### src/rtl/sequence_framer_0110_pkg.sv
// Shared definitions for the 0110 framer and its matching detector:
// FSM state encoding and the default sync header.
package sequence_framer_0110_pkg;

  typedef enum logic [1:0] {
    ST_IDLE,
    ST_SYNC,
    ST_DATA,
    ST_PARITY
  } state_t;

  localparam int DEF_SYNC_W = 4;
  localparam logic [DEF_SYNC_W-1:0] DEF_SYNC_PAT = 4'b0110;

  // Index width able to count 0..n-1.
  function automatic int idx_w(input int n);
    return (n <= 2) ? 1 : $clog2(n);
  endfunction

endpackage

### src/rtl/framer_shift_reg.sv
// Loadable MSB-first parallel-to-serial shifter with a bit index and last-bit flag.
// Load takes priority over shift; zeros fill from the right so an emptied register reads 0.
module framer_shift_reg
  import sequence_framer_0110_pkg::*;
#(
  parameter int W  = 13,
  parameter int CW = idx_w(W)
) (
  input  logic          clk,
  input  logic          reset,
  input  logic          load,
  input  logic          shift,
  input  logic [W-1:0]  load_dat,
  output logic          msb,
  output logic [CW-1:0] idx,
  output logic          last
);

  localparam logic [CW-1:0] LAST_IDX = CW'(W - 1);

  logic [W-1:0]  sr_q, sr_d;
  logic [CW-1:0] idx_q, idx_d;

  always_comb begin
    sr_d  = sr_q;
    idx_d = idx_q;
    if (load) begin
      sr_d  = load_dat;
      idx_d = '0;
    end else if (shift) begin
      sr_d  = {sr_q[W-2:0], 1'b0};
      idx_d = (idx_q == LAST_IDX) ? '0 : idx_q + 1'b1;
    end
  end

  always_ff @(posedge clk or posedge reset) begin
    if (reset) begin
      sr_q  <= '0;
      idx_q <= '0;
    end else begin
      sr_q  <= sr_d;
      idx_q <= idx_d;
    end
  end

  assign msb  = sr_q[W-1];
  assign idx  = idx_q;
  assign last = (idx_q == LAST_IDX);

endmodule

### src/rtl/sequence_framer_0110.sv
// Serial framer: sync header, MSB-first payload, even parity bit, with a
// one-word holding buffer so frames run back-to-back without gaps.
module sequence_framer_0110
  import sequence_framer_0110_pkg::*;
#(
  parameter int                DATA_W   = 8,
  parameter int                SYNC_W   = DEF_SYNC_W,
  parameter logic [SYNC_W-1:0] SYNC_PAT = DEF_SYNC_PAT
) (
  input  logic              clk,
  input  logic              reset,
  input  logic [DATA_W-1:0] in_data,
  input  logic              in_valid,
  output logic              in_ready,
  output logic              dout,
  output logic              dout_valid,
  output logic              frame_done,
  output logic              busy,
  output logic [7:0]        frame_cnt
);

  localparam int FRAME_W = SYNC_W + DATA_W + 1;
  localparam int CW      = idx_w(FRAME_W);
  localparam logic [CW-1:0] SYNC_END = CW'(SYNC_W - 1);
  localparam logic [CW-1:0] DATA_END = CW'(SYNC_W + DATA_W - 1);

  state_t            state_q, state_d;
  logic [DATA_W-1:0] buf_q, buf_d;
  logic              buf_full_q, buf_full_d;
  logic              in_ready_q, in_ready_d;
  logic              dout_valid_q, dout_valid_d;
  logic              frame_done_q, frame_done_d;
  logic [7:0]        frame_cnt_q, frame_cnt_d;

  logic              accept;
  logic              sr_load, sr_shift, sr_msb, sr_last;
  logic [CW-1:0]     sr_idx;
  logic [FRAME_W-1:0] frame_word;

  assign frame_word = {SYNC_PAT, buf_q, ^buf_q};

  framer_shift_reg #(.W(FRAME_W), .CW(CW)) u_shift (
    .clk      (clk),
    .reset    (reset),
    .load     (sr_load),
    .shift    (sr_shift),
    .load_dat (frame_word),
    .msb      (sr_msb),
    .idx      (sr_idx),
    .last     (sr_last)
  );

  always_comb begin
    state_d     = state_q;
    buf_d       = buf_q;
    buf_full_d  = buf_full_q;
    frame_cnt_d = frame_cnt_q;
    sr_load     = 1'b0;
    sr_shift    = 1'b0;
    accept      = in_valid & in_ready_q;

    case (state_q)
      ST_IDLE: begin
        if (buf_full_q) begin
          sr_load = 1'b1;
          state_d = ST_SYNC;
        end
      end
      ST_SYNC: begin
        sr_shift = 1'b1;
        if (sr_idx == SYNC_END) state_d = ST_DATA;
      end
      ST_DATA: begin
        sr_shift = 1'b1;
        if (sr_idx == DATA_END) state_d = ST_PARITY;
      end
      ST_PARITY: begin
        if (sr_last) begin
          frame_cnt_d = frame_cnt_q + 8'd1;
          // Reloading straight from PARITY keeps dout_valid continuous.
          if (buf_full_q) begin
            sr_load = 1'b1;
            state_d = ST_SYNC;
          end else begin
            sr_shift = 1'b1;
            state_d  = ST_IDLE;
          end
        end else begin
          state_d = ST_IDLE;
        end
      end
      default: state_d = ST_IDLE;
    endcase

    if (sr_load) buf_full_d = 1'b0;
    if (accept) begin
      buf_d      = in_data;
      buf_full_d = 1'b1;
    end

    in_ready_d   = ~buf_full_d;
    dout_valid_d = (state_d != ST_IDLE);
    frame_done_d = (state_d == ST_PARITY);
  end

  always_ff @(posedge clk or posedge reset) begin
    if (reset) begin
      state_q      <= ST_IDLE;
      buf_q        <= '0;
      buf_full_q   <= 1'b0;
      in_ready_q   <= 1'b0;
      dout_valid_q <= 1'b0;
      frame_done_q <= 1'b0;
      frame_cnt_q  <= '0;
    end else begin
      state_q      <= state_d;
      buf_q        <= buf_d;
      buf_full_q   <= buf_full_d;
      in_ready_q   <= in_ready_d;
      dout_valid_q <= dout_valid_d;
      frame_done_q <= frame_done_d;
      frame_cnt_q  <= frame_cnt_d;
    end
  end

  assign in_ready   = in_ready_q;
  assign dout       = sr_msb;
  assign dout_valid = dout_valid_q;
  assign frame_done = frame_done_q;
  assign busy       = (state_q != ST_IDLE) | buf_full_q;
  assign frame_cnt  = frame_cnt_q;

endmodule

### config.mk
export PLATFORM = sky130hd
export DESIGN_NAME = sequence_framer_0110
export DESIGN_NICKNAME = d
export VERILOG_FILES = /design/src/rtl/sequence_framer_0110_pkg.sv /design/src/rtl/framer_shift_reg.sv /design/src/rtl/sequence_framer_0110.sv
export SDC_FILE = /design/constraint.sdc
export NUM_CORES = 1
export LEC_CHECK = 0
export ABC_AREA = 1
export ABC_CLOCK_PERIOD_IN_PS = 1640
export CELL_PAD_IN_SITES_DETAIL_PLACEMENT = 0
export CELL_PAD_IN_SITES_GLOBAL_PLACEMENT = 2
export CORE_ASPECT_RATIO = 1.75
export CORE_MARGIN = 2
export CORE_UTILIZATION = 33
export CTS_CLUSTER_SIZE = 16
export DETAILED_ROUTE_END_ITERATION = 6
export DONT_BUFFER_PORTS = 1
export PLACE_DENSITY_LB_ADDON = 0.1
export SETUP_SLACK_MARGIN = 0.05
export SLEW_MARGIN = 20
export SYNTH_ARGS = -nofsm -noshare
export SYNTH_HDL_FRONTEND = slang
export SYNTH_SLANG_ARGS = --single-unit
### constraint.sdc
create_clock -name clk -period 1.64 [get_ports clk]
set_clock_uncertainty 0.1 [all_clocks]
set_input_delay 0.164 -clock clk [delete_from_list [all_inputs] [get_ports clk]]
set_output_delay 0.164 -clock clk [all_outputs]
set_load 0.05 [all_outputs]
==> summary.txt, run 1 <==
Setup path
  • Worst path required time: 1.72 ns
  • Slowest CP cell: dfrtp_1
  • Critical Path Start: state_q[1]
  • RR Startpoint: state_q[1]
  • CP max FO: 5
  • CP endpoint kind: flip-flop
  • Critical path class: reg2reg
  • Reg2reg path depth: 9
  • Slowest stage delay, CP: 0.42 ns
  • CP startpoint kind: flip-flop
  • Reg-to-Reg End: u_shift.sr_q[4]
  • Reg2Reg Setup Slack: 0.08 ns
  • WP data arrival: 1.64 ns
  • Ordered list of cells on the worst path: inv_2 > ha_4 > nor2_8 > nor2_4 > nand2_4 > nand2_4 > buf_6 > nand2_1 > nand2_1

Synthesis
  • #FFs+latches synth: 39
  • Register area share after synthesis: 0.4659
  • Yosys warns: 0
  • Mean Syn Cell Area: 7.845 µm²
  • Syn nets: 286
  • Cell Area, Synth: 2095 µm²
  • Syn Inst Count: 267
  • Yosys cell types: 25

Drt
  • Post-DR wirelength/cell: 12.03 µm
  • DRT Wirelength: 4717 µm
  • DRC Markers: 0
  • Post-route ant nets: 0
  • Drt first-iter violations: 65
  • Vias: 1758
  • Number of detailed-route iterations in the first pass: 4
  • Vias/cell: 4.485

Floorplan
  • Height of the die: 109.4 µm
  • Initial core utilization: 0.3389
  • Die X: 64.23 µm
  • Core footprint: 6181 µm²
  • Die area: 7026 µm²
  • Row cnt: 38
  • I/O pin count: 24

Global routing
  • Initial antenna violation count: 0
  • Maximum number of pins on one net before global-route repair: 40
  • Number of global-route vias before repair: 1808
  • GR Overflow Total: 0
  • First-pass GRT wire length: 8107 µm
  • GRT Overall Usage: 0.1494

STA
  • Final period util: 0.9499
  • Final setup vio count: 0
  • Relative slew slack: 0.6468
  • RSZ-0062 raised after global routing: true
  • Pins Over Slew Limit: 0
  • Fin. Hold Viols: 0
  • Worst-margin pin slew: 0.5298 ns
  • Max Clock Freq: 0.6419 GHz
  • Setup ws final: 0.08222 ns
  • Final worst path period need: 1.558 ns

Clock network
  • Clock tree from TritonCTS: built
  • Total CTS buffers: 5
  • Clk slew on worst S/H paths: 0.08 ns
  • # H-tree levels: 2
  • Root Driver: clkbuf_8
  • Clk buf depth: 2
  • # clock sinks: 39
  • Latest clock arrival within the worst-skew pair: 0.29 ns

Final layout
  • Area delta synth->final: 32.08%
  • Most common cell after layout, fill and taps aside: nand2_1
  • Layout Cells excl Fill: 392
  • Final nets: 330
  • Diodes inserted: 0
  • Most frequent cells in the layout: 103 x nand2_1, 39 x dfrtp_1, 27 x buf_4
  • Share of layout cells above drive strength 1: 0.2564

Power and ir drop
  • Total power per unit cell area: 1935 nW/µm²
  • Worst VDD drop: 0.7912 mV
  • LEAKAGE: 1.445 nW

Hold path
  • Hold-critical path endpoint: buf_q[5]
  • Hold depth: 4
  • Min-delay src: in_valid
  • Hold Path Class: in2reg

Status
  • Status: finished, final reports clean

Placement
  • DPL Wire Length: 3482 µm
  • Final GP Congestion: 0.7142
  • Place WS: 0.009294 ns
  • I/O Buffers: 0
  • Post-Place Cells: 369

Run
  • Max_cap viols: 0
state kept, by name, indices dropped and copies added (netlist names):
register,flops
u_shift.sr_q,13
buf_q,8
frame_cnt,8
u_shift.idx,4
state_q,2
buf_full_q,1
dout_valid,1
frame_done,1
in_ready,1
per-stage QoR:
stage,TNS (ns),cell area [µm²],power (W),hold WS [ns],util
finish,0,2766,0.005353,0.2357,0.4476
global route,-0.01167,2766,0.005857,0.3198,0.4476
CTS,0,2624,0.005061,0.2442,0.4245
detailed placement,0,2381,0.004102,0.1299,0.3852
global placement,0,2381,0.004108,0.1309,0.3852
floorplan,0,2107,0.003380,0.1850,-
area by class of cell:
class | count | area, µm²
fill | 672 | 3415
multi-input combinational | 191 | 1091
sequential | 39 | 975.9
timing repair buffer | 40 | 346.6
inverter | 34 | 135.1
tap | 80 | 100.1
clock buffer | 6 | 82.58
clock inverter | 2 | 35.03
cells by family after synthesis:
kind of cell             share of synthesized area
AO/OA/AOI/OAI                              0.04600
XOR/XNOR                                   0.02927
adder cells (fa/ha/maj)                    0.04779
buffers and inverters                      0.07347
flip-flops                                  0.4660
AND/OR/NAND/NOR                             0.3375
worst max-delay path, delay by kind of cell, from the launching register on:
kind | cells | cell delay [ns]
flops | 1 | 0.42
fa+ha+maj | 1 | 0.22
simple gates | 6 | 0.47
buf+inv | 2 | 0.24
how the worst max path moves through the flow:
stage                                   to  slack [ns]  cells after the start
after floorplan           u_shift.sr_q[11]        0.06                      9
after global placement    u_shift.sr_q[11]       0.006                      9
after detailed placement  u_shift.sr_q[11]       0.009                      8
after CTS                 u_shift.sr_q[11]        0.01                      8
after global routing       u_shift.sr_q[4]      -0.007                      9
final                      u_shift.sr_q[4]        0.08                      9
timing repair:
action	in CTS	in global routing
pin swaps	1	16
gates resized for setup	2	35
endpoints found under the hold margin	47	0
endpoints found under the setup margin	17	25
hold buffers	9	0
setup buffers	4	2
Yosys cell counts:
cell / count / area, µm²
a21oi_1: 3 / 15.01
a21oi_4: 1 / 16.27
buf_6: 2 / 22.52
clkbuf_1: 1 / 3.750
dfrtp_1: 39 / 975.9
ha_1: 8 / 100.1
inv_1: 29 / 108.9
inv_2: 5 / 18.77
nand2_1: 113 / 424.2
nand2_2: 2 / 12.51
nand2_4: 2 / 22.52
nand3_1: 21 / 105.1
nand3_2: 1 / 10.01
nand3b_1: 2 / 15.01
nand4_1: 2 / 12.51
nand4_4: 1 / 21.27
nor2_1: 11 / 41.29
nor2_2: 1 / 6.260
nor2_4: 1 / 11.26
nor2_8: 1 / 20.02
nor3_1: 1 / 5.000
o21ai_0: 8 / 40.04
o21ai_1: 5 / 25.02
xnor2_1: 3 / 26.28
xor2_1: 4 / 35.03
power breakdown:
group          leakage [nW]  internal (W)  switching, W  total (W)
logic                 0.879       0.00116       0.00167    0.00283
registers             0.505       0.00129      0.000386    0.00168
clock network        0.0612      0.000493      0.000348   0.000840
total                  1.45       0.00295       0.00240    0.00535
per-layer routing:
metal	global-route usage	part of all wire	wire length, µm
met1	0.1469	0.39	1821
met2	0.2946	0.57	2669
met3	0.02559	0.021	97
met4	0.07143	0.027	128
met5	0	0	0
Power figures use the tool's default switching activity.
==> inputs of run 2 (changes only) <==
--- a/config.mk
+++ b/config.mk
@@ -11,7 +11,8 @@
 export CELL_PAD_IN_SITES_GLOBAL_PLACEMENT = 2
 export CORE_ASPECT_RATIO = 1.75
 export CORE_MARGIN = 2
-export CORE_UTILIZATION = 33
+export CORE_UTILIZATION = 35
+export CTS_BUF_LIST = sky130_fd_sc_hd__clkbuf_4 sky130_fd_sc_hd__clkbuf_8
 export CTS_CLUSTER_SIZE = 16
 export DETAILED_ROUTE_END_ITERATION = 6
 export DONT_BUFFER_PORTS = 1
==> run 2 against run 1 <==
  * Sequential cell count did not move
  * Maximum frequency barely moved
  * Count of clock-buffer cells in the layout did not move
  * Die area fell by 5.4%
  * Non-clock buffer count rose by 4
  * Register-to-register slack barely moved
  * Sequential power barely moved
  * Clock power rose by 2.7%
  * Critical path type unchanged
==> summary.txt, run 2 (synthesis results as in run 1) <==
Final layout
  • Diodes inserted: 0
  • Most frequent cells in the layout: 107 x nand2_1, 39 x dfrtp_1, 30 x buf_4
  • Final nets: 334
  • FILL cells: 606
  • Share of layout cells above drive strength 1: 0.2563
  • Finished Core Util: 0.4745
  • Area delta synth->final: 32.14%
  • Fin area: 2768 µm²
  • Most common cell after layout, fill and taps aside: nand2_1
  • Number of flip-flops in the largest register: 13
  • Layout Cells excl Fill: 394
  • Biggest register: u_shift.sr_q

Global routing
  • GR Overflow Total: 0
  • Initial antenna violation count: 0
  • Maximum number of pins on one net before global-route repair: 40
  • GRT Overall Usage: 0.1580
  • First-pass GRT wire length: 8121 µm
  • Number of global-route vias before repair: 1754

Drt
  • DRC Markers: 0
  • Met2 wire length: 2720 µm
  • Post-DR wirelength/cell: 12.18 µm
  • Post-Route M1 WL: 1879 µm
  • Met3 WL: 85 µm
  • DRT Wirelength: 4800 µm
  • Top sig layer: met4
  • Post-route ant nets: 0
  • Drt first-iter violations: 67
  • Vias: 1768
  • Vias/cell: 4.487
  • Number of detailed-route iterations in the first pass: 3

Hold path
  • Hold Path Class: in2reg
  • Hold depth: 4

Clock network
  • Root Driver: clkbuf_8
  • Total CTS buffers: 5
  • Clk slew on worst S/H paths: 0.08 ns
  • Latest clock arrival within the worst-skew pair: 0.30 ns
  • Clock tree from TritonCTS: built
  • # clock sinks: 39
  • Clk buf depth: 2
  • # H-tree levels: 2

Power and ir drop
  • Sw frac: 0.4464
  • Clock power frac: 0.161
  • Total internal power: 0.002963 W
  • Total power per unit cell area: 1934 nW/µm²
  • LEAKAGE: 1.454 nW
  • Combinational power share: 0.528
  • Worst VDD drop: 0.8600 mV
  • Seq pwr share: 0.311
  • NetSw: 0.002389 W

STA
  • RSZ-0062 raised after global routing: true
  • Fin. Hold Viols: 0
  • Setup ws final: 0.08067 ns
  • Final worst path period need: 1.559 ns
  • Final setup vio count: 0
  • Post-route setup TNS: 0 ns
  • Pins Over Slew Limit: 0
  • Max Clock Freq: 0.6413 GHz
  • Final period util: 0.9508
  • Worst-margin pin slew: 0.5129 ns
  • Relative slew slack: 0.6581

Setup path
  • CP startpoint kind: flip-flop
  • Reg2Reg Setup Slack: 0.08 ns
  • CP endpoint kind: flip-flop
  • Reg2reg path depth: 9
  • Worst path required time: 1.73 ns
  • WP data arrival: 1.65 ns
  • Critical path class: reg2reg
  • CP max FO: 9

Placement
  • Final GP Congestion: 0.7696
  • Post-Place Cells: 370
  • DPL Wire Length: 3558 µm
  • Dpl cell area: 2389 µm²
  • Place WS: -0.02275 ns
  • I/O Buffers: 0

Floorplan
  • Height of the die: 106.3 µm
  • I/O pin count: 24
  • Row cnt: 37
  • Core footprint: 5833 µm²
  • Initial core utilization: 0.3591
  • Die area: 6643 µm²
  • Die X: 62.48 µm

Status
  • Status: finished, final reports clean

Run
  • Max_cap viols: 0
-- run 2: cell types whose count changed in the layout (fill, tap and decap cells not counted), sizes merged --
cell  before  now
buf       31   35
-- run 2: area by class of cell --
cell class / count / area, µm² / share of cell area
inverter: 34 / 132.6 / 0.04792
tap: 78 / 97.59 / 0.03526
timing repair buffer: 44 / 371.6 / 0.1343
clock buffer: 6 / 82.58 / 0.02984
sequential: 39 / 975.9 / 0.3526
clock inverter: 2 / 35.03 / 0.01266
multi-input combinational: 191 / 1072 / 0.3874
-- run 2: power by group through the flow --
stage	clock network [W]	logic (W)	registers [W]
after floorplan	0	0.00172	0.00166
after global placement	0	0.00248	0.00167
after detailed placement	0	0.00249	0.00167
after CTS	0.000884	0.00272	0.00165
after global routing	0.000926	0.00318	0.00171
final	0.000863	0.00282	0.00166
-- run 2: timing repair --
action                                  CTS  global route
endpoints found under the hold margin    47             0
pin swaps                                 5             9
cloned                                    0             0
hold buffers                              9             0
endpoints found under the setup margin   20            25
resized for setup                        12            21
buffers inserted                          6             1
-- run 2: worst paths after layout --
kind,endpoint,start
min in group asynchronous,u_shift.sr_q[1],reset
hold reg to reg,u_shift.sr_q[9],u_shift.sr_q[9]
setup / recovery,u_shift.sr_q[0],state_q[0]
setup reg to reg,u_shift.sr_q[0],state_q[0]
hold / removal,buf_q[4],in_valid
max in group asynchronous,u_shift.sr_q[9],reset
-- run 2: worst max-delay path, cell delays in order, from the launching register on --
cell	delay [ns]
dfrtp_1	0.42
inv_2	0.08
ha_4	0.30
nor2_8	0.05
nor2_4	0.09
nand2_4	0.09
nand2_4	0.13
inv_4	0.08
nand2_1	0.07
nand2_1	0.05
-- run 2: through the flow --
step                hold slack, ns  power [W]
finish                      0.2256   0.005352
global route                0.2753   0.005813
CTS                         0.2441   0.005258
detailed placement          0.1240   0.004158
global placement            0.1245   0.004149
floorplan                   0.1850   0.003380
-- run 2: metal layers --
metal | vias to the layer above | track usage
met4 | 0 | 0.07778
met2 | 20 | 0.3049
met5 | - | 0
met1 | 823 | 0.1638
li1 | 917 | -
met3 | 8 | 0.02011
==> inputs of run 3 (changes only) <==
--- a/config.mk
+++ b/config.mk
@@ -16,7 +16,7 @@
 export CTS_CLUSTER_SIZE = 16
 export DETAILED_ROUTE_END_ITERATION = 6
 export DONT_BUFFER_PORTS = 1
-export PLACE_DENSITY_LB_ADDON = 0.1
+export PLACE_DENSITY_LB_ADDON = 0.3
 export SETUP_SLACK_MARGIN = 0.05
 export SLEW_MARGIN = 20
 export SYNTH_ARGS = -nofsm -noshare
==> run 3 against run 2 <==
  * Critical path depth did not move
  * Hold slack improved by 0.010 ns
  * Cell area rose by 3.3%
  * Global-route usage decreased by 0.74 points
  * Sequential power hardly changed
  * Die area unchanged
  * Utilization rose by 1.5 points
  * Worst setup slack lost 0.0069 ns
  * Via count increased by 2.7%
  * Register-to-register slack hardly changed
  * Sequential cell count unchanged
  * Highest routed layer unchanged
==> summary.txt, run 3 (synthesis results as in run 1) <==
STA
  • Fin. Hold Viols: 0
  • Max Clock Freq: 0.6385 GHz
  • Final setup vio count: 0
  • Worst-margin pin slew: 0.5104 ns
  • Fin Hold WS: 0.2359 ns
  • Setup ws final: 0.07381 ns
  • Post-route setup TNS: 0 ns
  • Final worst path period need: 1.566 ns
  • Pins Over Slew Limit: 0
  • Relative slew slack: 0.6598
  • Final period util: 0.9550
  • RSZ-0062 raised after global routing: true

Final layout
  • Diodes inserted: 0
  • Most frequent cells in the layout: 97 x nand2_1, 39 x dfrtp_1, 35 x buf_4
  • FILL cells: 611
  • Area of the multi-input gates: 1121 µm²
  • Most common cell after layout, fill and taps aside: nand2_1
  • Biggest register: u_shift.sr_q
  • Share of layout cells above drive strength 1: 0.3022
  • Final nets: 339
  • Area delta synth->final: 36.44%
  • FF/Latch Area: 975.9 µm²
  • Finished Core Util: 0.4899
  • Number of flip-flops in the largest register: 13

Floorplan
  • I/O pin count: 24
  • Core footprint: 5833 µm²
  • Height of the die: 106.3 µm
  • Die area: 6643 µm²
  • Row cnt: 37
  • Initial core utilization: 0.3591
  • Die X: 62.48 µm

Setup path
  • CP endpoint kind: flip-flop
  • Worst path required time: 1.73 ns
  • Critical path class: reg2reg
  • CP max FO: 7
  • WP data arrival: 1.65 ns
  • CP startpoint kind: flip-flop

Clock network
  • Clock tree from TritonCTS: built
  • Latest clock arrival within the worst-skew pair: 0.30 ns
  • # clock sinks: 39
  • # H-tree levels: 2
  • Clk slew on worst S/H paths: 0.08 ns
  • Total CTS buffers: 5
  • Root Driver: clkbuf_8
  • Clk buf depth: 2

Power and ir drop
  • Total power: 0.005537 W
  • Total power per unit cell area: 1937 nW/µm²
  • LEAKAGE: 1.503 nW
  • Worst VDD drop: 0.8568 mV

Run
  • Max_cap viols: 0

Drt
  • Vias: 1815
  • Post-DR wirelength/cell: 12.15 µm
  • Vias/cell: 4.549
  • DRC Markers: 0
  • Drt first-iter violations: 48
  • Post-route ant nets: 0
  • Number of detailed-route iterations in the first pass: 4
  • DRT Wirelength: 4848 µm

Placement
  • Final GP Congestion: 0.7708
  • DPL Wire Length: 3332 µm
  • I/O Buffers: 0
  • Place WS: -0.02868 ns

Global routing
  • Initial antenna violation count: 0
  • GRT Overall Usage: 0.1506
  • GR Overflow Total: 0
  • Number of global-route vias before repair: 1781
  • Maximum number of pins on one net before global-route repair: 40
  • First-pass GRT wire length: 7900 µm

Hold path
  • Hold Path Class: in2reg

Status
  • Status: finished, final reports clean
run 3: changes by cell type in the layout (fill, tap and decap cells not counted), sizes merged:
| cell | delta |
|---|---|
| clkinv | +1 |
| clkbuf | -1 |
| buf | +5 |
run 3: layer usage:
layer | up-vias | share of wire | track usage
met2 | 22 | 0.57 | 0.2926
met4 | 0 | 0.023 | 0.07460
met1 | 856 | 0.38 | 0.1530
met3 | 8 | 0.023 | 0.02116
met5 | - | 0 | 0
li1 | 929 | - | -
run 3: area by class of cell:
| type | instances | area share |
|---|---|---|
| tap | 78 | 0.03415 |
| sequential | 39 | 0.3415 |
| inverter | 34 | 0.04641 |
| timing repair buffer | 49 | 0.1462 |
| clock buffer | 5 | 0.02408 |
| clock inverter | 3 | 0.01532 |
| multi-input combinational | 191 | 0.3923 |
run 3: worst max-delay path, stage by stage, from the launching register on:
cell	delay [ns]
dfrtp_1	0.41
inv_2	0.11
ha_4	0.22
nor2_8	0.14
nor2_4	0.06
nand2_4	0.10
nand2_4	0.08
buf_12	0.15
nand2_2	0.05
nand2_1	0.04
run 3: power breakdown:
part           total (W)  internal [W]  switching, W
sequential       0.00167       0.00129      0.000380
combinational    0.00304       0.00128       0.00177
clock           0.000819      0.000453      0.000366
run 3: final timing paths:
path	startpoint	endpoint	slack, ns	cells past startpoint
max	state_q[1]	u_shift.sr_q[6]	0.07	9
min	in_valid	buf_q[4]	0.24	4
max reg2reg	state_q[1]	u_shift.sr_q[6]	0.07	9
min reg2reg	u_shift.sr_q[9]	u_shift.sr_q[9]	0.38	2
max in group asynchronous	reset	dout_valid	0.75	3
min in group asynchronous	reset	frame_cnt[4]	0.32	3
run 3: timing repair:
action / in CTS / in global routing
hold buffers: 9 / 0
setup buffers: 9 / 9
resized for setup: 7 / 39
setup endpoints to repair: 19 / 25
pin swaps: 6 / 18
hold endpoints to repair: 47 / 0
run 3: through the flow:
stage,cells,instance area [µm²]
finish,399,2858
global route,399,2858
CTS,391,2656
detailed placement,365,2364
global placement,365,2364
floorplan,267,2107
==> RTL change: new RTL, flow settings as in run 2 <==
The parameter `DATA_W` goes from 8 to 12.
--- a/src/rtl/sequence_framer_0110.sv
+++ b/src/rtl/sequence_framer_0110.sv
@@ -3,7 +3,7 @@
 module sequence_framer_0110
   import sequence_framer_0110_pkg::*;
 #(
-  parameter int                DATA_W   = 8,
+  parameter int                DATA_W   = 12,
   parameter int                SYNC_W   = DEF_SYNC_W,
   parameter logic [SYNC_W-1:0] SYNC_PAT = DEF_SYNC_PAT
 ) (
Interface: changed (resized in_data); port bits go from 24 to 28. The function was not compared with the original's and may differ.
==> RTL change against run 2 <==
- the flow now finishes with violations (setup timing)
- sequential cell count increased by 9
- routed wire length up 20%
- final area increased by 21%
- combinational power up 51%
- hold slack got worse by 0.21 ns
- setup slack worse by 0.10 ns
- critical path depth unchanged
- area after synthesis increased by 21%
- sequential power is 25% higher
- power grew 33%
- count of clock-buffer cells in the layout grew 2
- cell count increased by 16%
- clock power decreased by 7.3%
- critical path type unchanged
- critical endpoint is now u_shift.sr_q[10]$_DFFE_PP0P_
- largest cell class unchanged
- largest power group unchanged
- highest routed layer unchanged
==> RTL change: results (changes against run 2) <==
- Max VDD drop: 1.059 mV (+23%)
- Syn nets: 338 (+18%)
- Syn Area/Cell: 8.041 µm² (+2.5%)
- Slowest stage cell on the critical path: dfrtp_1
- Via count: 2126 (+20%)
- Synth warn: 0 (unchanged)
- Setup TNS: -0.1154 ns (-0.1154 ns)
- Clock root buffer: clkbuf_8
- Pre-Repair DR Iteration Count: 4 (+1)
- Netlist cell types: 27 (+8.0%)
- Maxcap violations: 0 (unchanged)
- Gr usage total: 15.80% (about the same)
- Number of diodes: 0 (unchanged)
- Crit start category: flop
- Max FO, Critical Path: 13 (+4)
- GP Congestion: 0.7635 (-0.79%)
- Slew @ Worst Pin: 0.5924 ns (+0.07957 ns)
- Proportion of layout cells with a drive suffix above 1: 25.20% (-0.43 points)
- Largest net degree at the start of global routing: 49 (+23%)
- Setup ws final: -0.02425 ns (-0.1049 ns)
- Hpwl dp: 4113 µm (+16%)
- Final setup vio count: 12 (+12)
- Vias per inst: 4.632 (+3.2%)
- Top Layer Used: met4
- Placed inst area: 0.002914 mm² (+22%)
- Synth top cells by count: nand2_1, dfrtp_1, inv_1, o21ai_0, nand3_1
- Worst-case clock buffer depth: 2 (unchanged)
- Routed WL per cell: 12.50 µm (+2.6%)
- WL met3: 141 µm (+66%)
- Met2 wire len: 3281 µm (+21%)
- DRC: 0 (unchanged)
- Max FFs per register: 17 (+4)
- H-Tree Depth: 2 (unchanged)
- Post-synthesis sequential area ratio: 47.57% (+0.98 points)
- Global-route wire length before repair: 9411 µm (+16%)
- Fillers: 739 (+22%)
- Worst flop-to-flop path startpoint: state_q[1]$_DFF_PP0_
- Nets: 396 (+19%)
- PortBufs: 0 (unchanged)
- CP arrival: 1.76 ns (+0.11 ns)
- Primary FF master, synth: dfrtp_1
- Cell family with most CP delay: simple AND/OR/NAND/NOR gates
- Largest Register: u_shift.sr_q
- Synth top area cells: dfrtp_1, nand2_1, inv_1
- Cell count after placement: 429 (+16%)
- Initial antenna violation count: 0 (unchanged)
- 1st-iter DRT viols: 73 (+9.0%)
- P_leak: 1.760 nW (+21%)
- Metal-1 WL: 2212 µm (+18%)
- Pre-CTS setup slack: -0.08406 ns (-0.06131 ns)
- CP Capture Point: u_shift.sr_q[10]$_DFFE_PP0P_
- Outcome: finished, violations left
- Failing checks: setup timing
- CP max stage delay: 0.43 ns
-- RTL change: cells by family after synthesis --
group	count (synthesis)	synth area share [%]
and+or+nand+nor	158	26.36
adders and majority gates	9	4.460
buffers and inverters	52	8.919
DFF	48	47.57
xor gates and xnor gates	10	3.469
AOI/OAI and AO/OA	37	9.217
-- RTL change: timing repair --
item                                    in CTS  in global routing
endpoints found under the setup margin      29                 30
cloned                                       0                  1
gates resized for setup                     12                 25
setup buffers                                6                  3
endpoints found under the hold margin       60                  0
pin swaps                                    6                 13
hold buffers                                13                  0
-- RTL change: worst min-delay path by stage --
stage	slack, ns	end	cells after the start	from
after floorplan	0.17	buf_q[10]$_DFFE_PP0P_	2	in_data[10]
after global placement	0.01	u_shift.idx[2]$_DFFE_PP0P_	2	reset
after detailed placement	0.02	u_shift.sr_q[9]$_DFFE_PP0P_	2	reset
after CTS	0.006	buf_q[8]$_DFFE_PP0P_	3	in_valid
after global routing	0.03	buf_q[10]$_DFFE_PP0P_	3	in_valid
final	0.02	buf_q[8]$_DFFE_PP0P_	3	in_valid
-- RTL change: area by class of cell --
type	count	area, µm²	share of cell area [%]
repair buffers	58	530.5	15.88
multi-input cells	214	1224	36.63
clock buffers	8	103.9	3.109
well taps	86	107.6	3.221
inverters	45	171.4	5.131
flip-flops and latches	48	1204	36.03
-- RTL change: worst reg2reg max path, stage by stage (launching register included) --
cell and delay [ns]:
dfrtp_1 0.43, inv_2 0.12, ha_4 0.22, nor2_4 0.16, nor2_4 0.05, nand2_2 0.08, nand2_4 0.08, buf_12 0.15
o211ai_1 0.10, nand2_1 0.07
-- RTL change: power breakdown --
| group | switching, mW | internal (mW) |
|---|---|---|
| clock | 0.397 | 0.402 |
| sequential | 0.443 | 1.64 |
| combinational | 2.31 | 1.94 |
-- RTL change: metal layers --
| layer | up-vias | GRT usage, % |
|---|---|---|
| li1 | 1096 | - |
| met1 | 1000 | 16.08 |
| met2 | 25 | 30.16 |
| met3 | 5 | 2.697 |
| met4 | 0 | 6.800 |
| met5 | - | 0 |
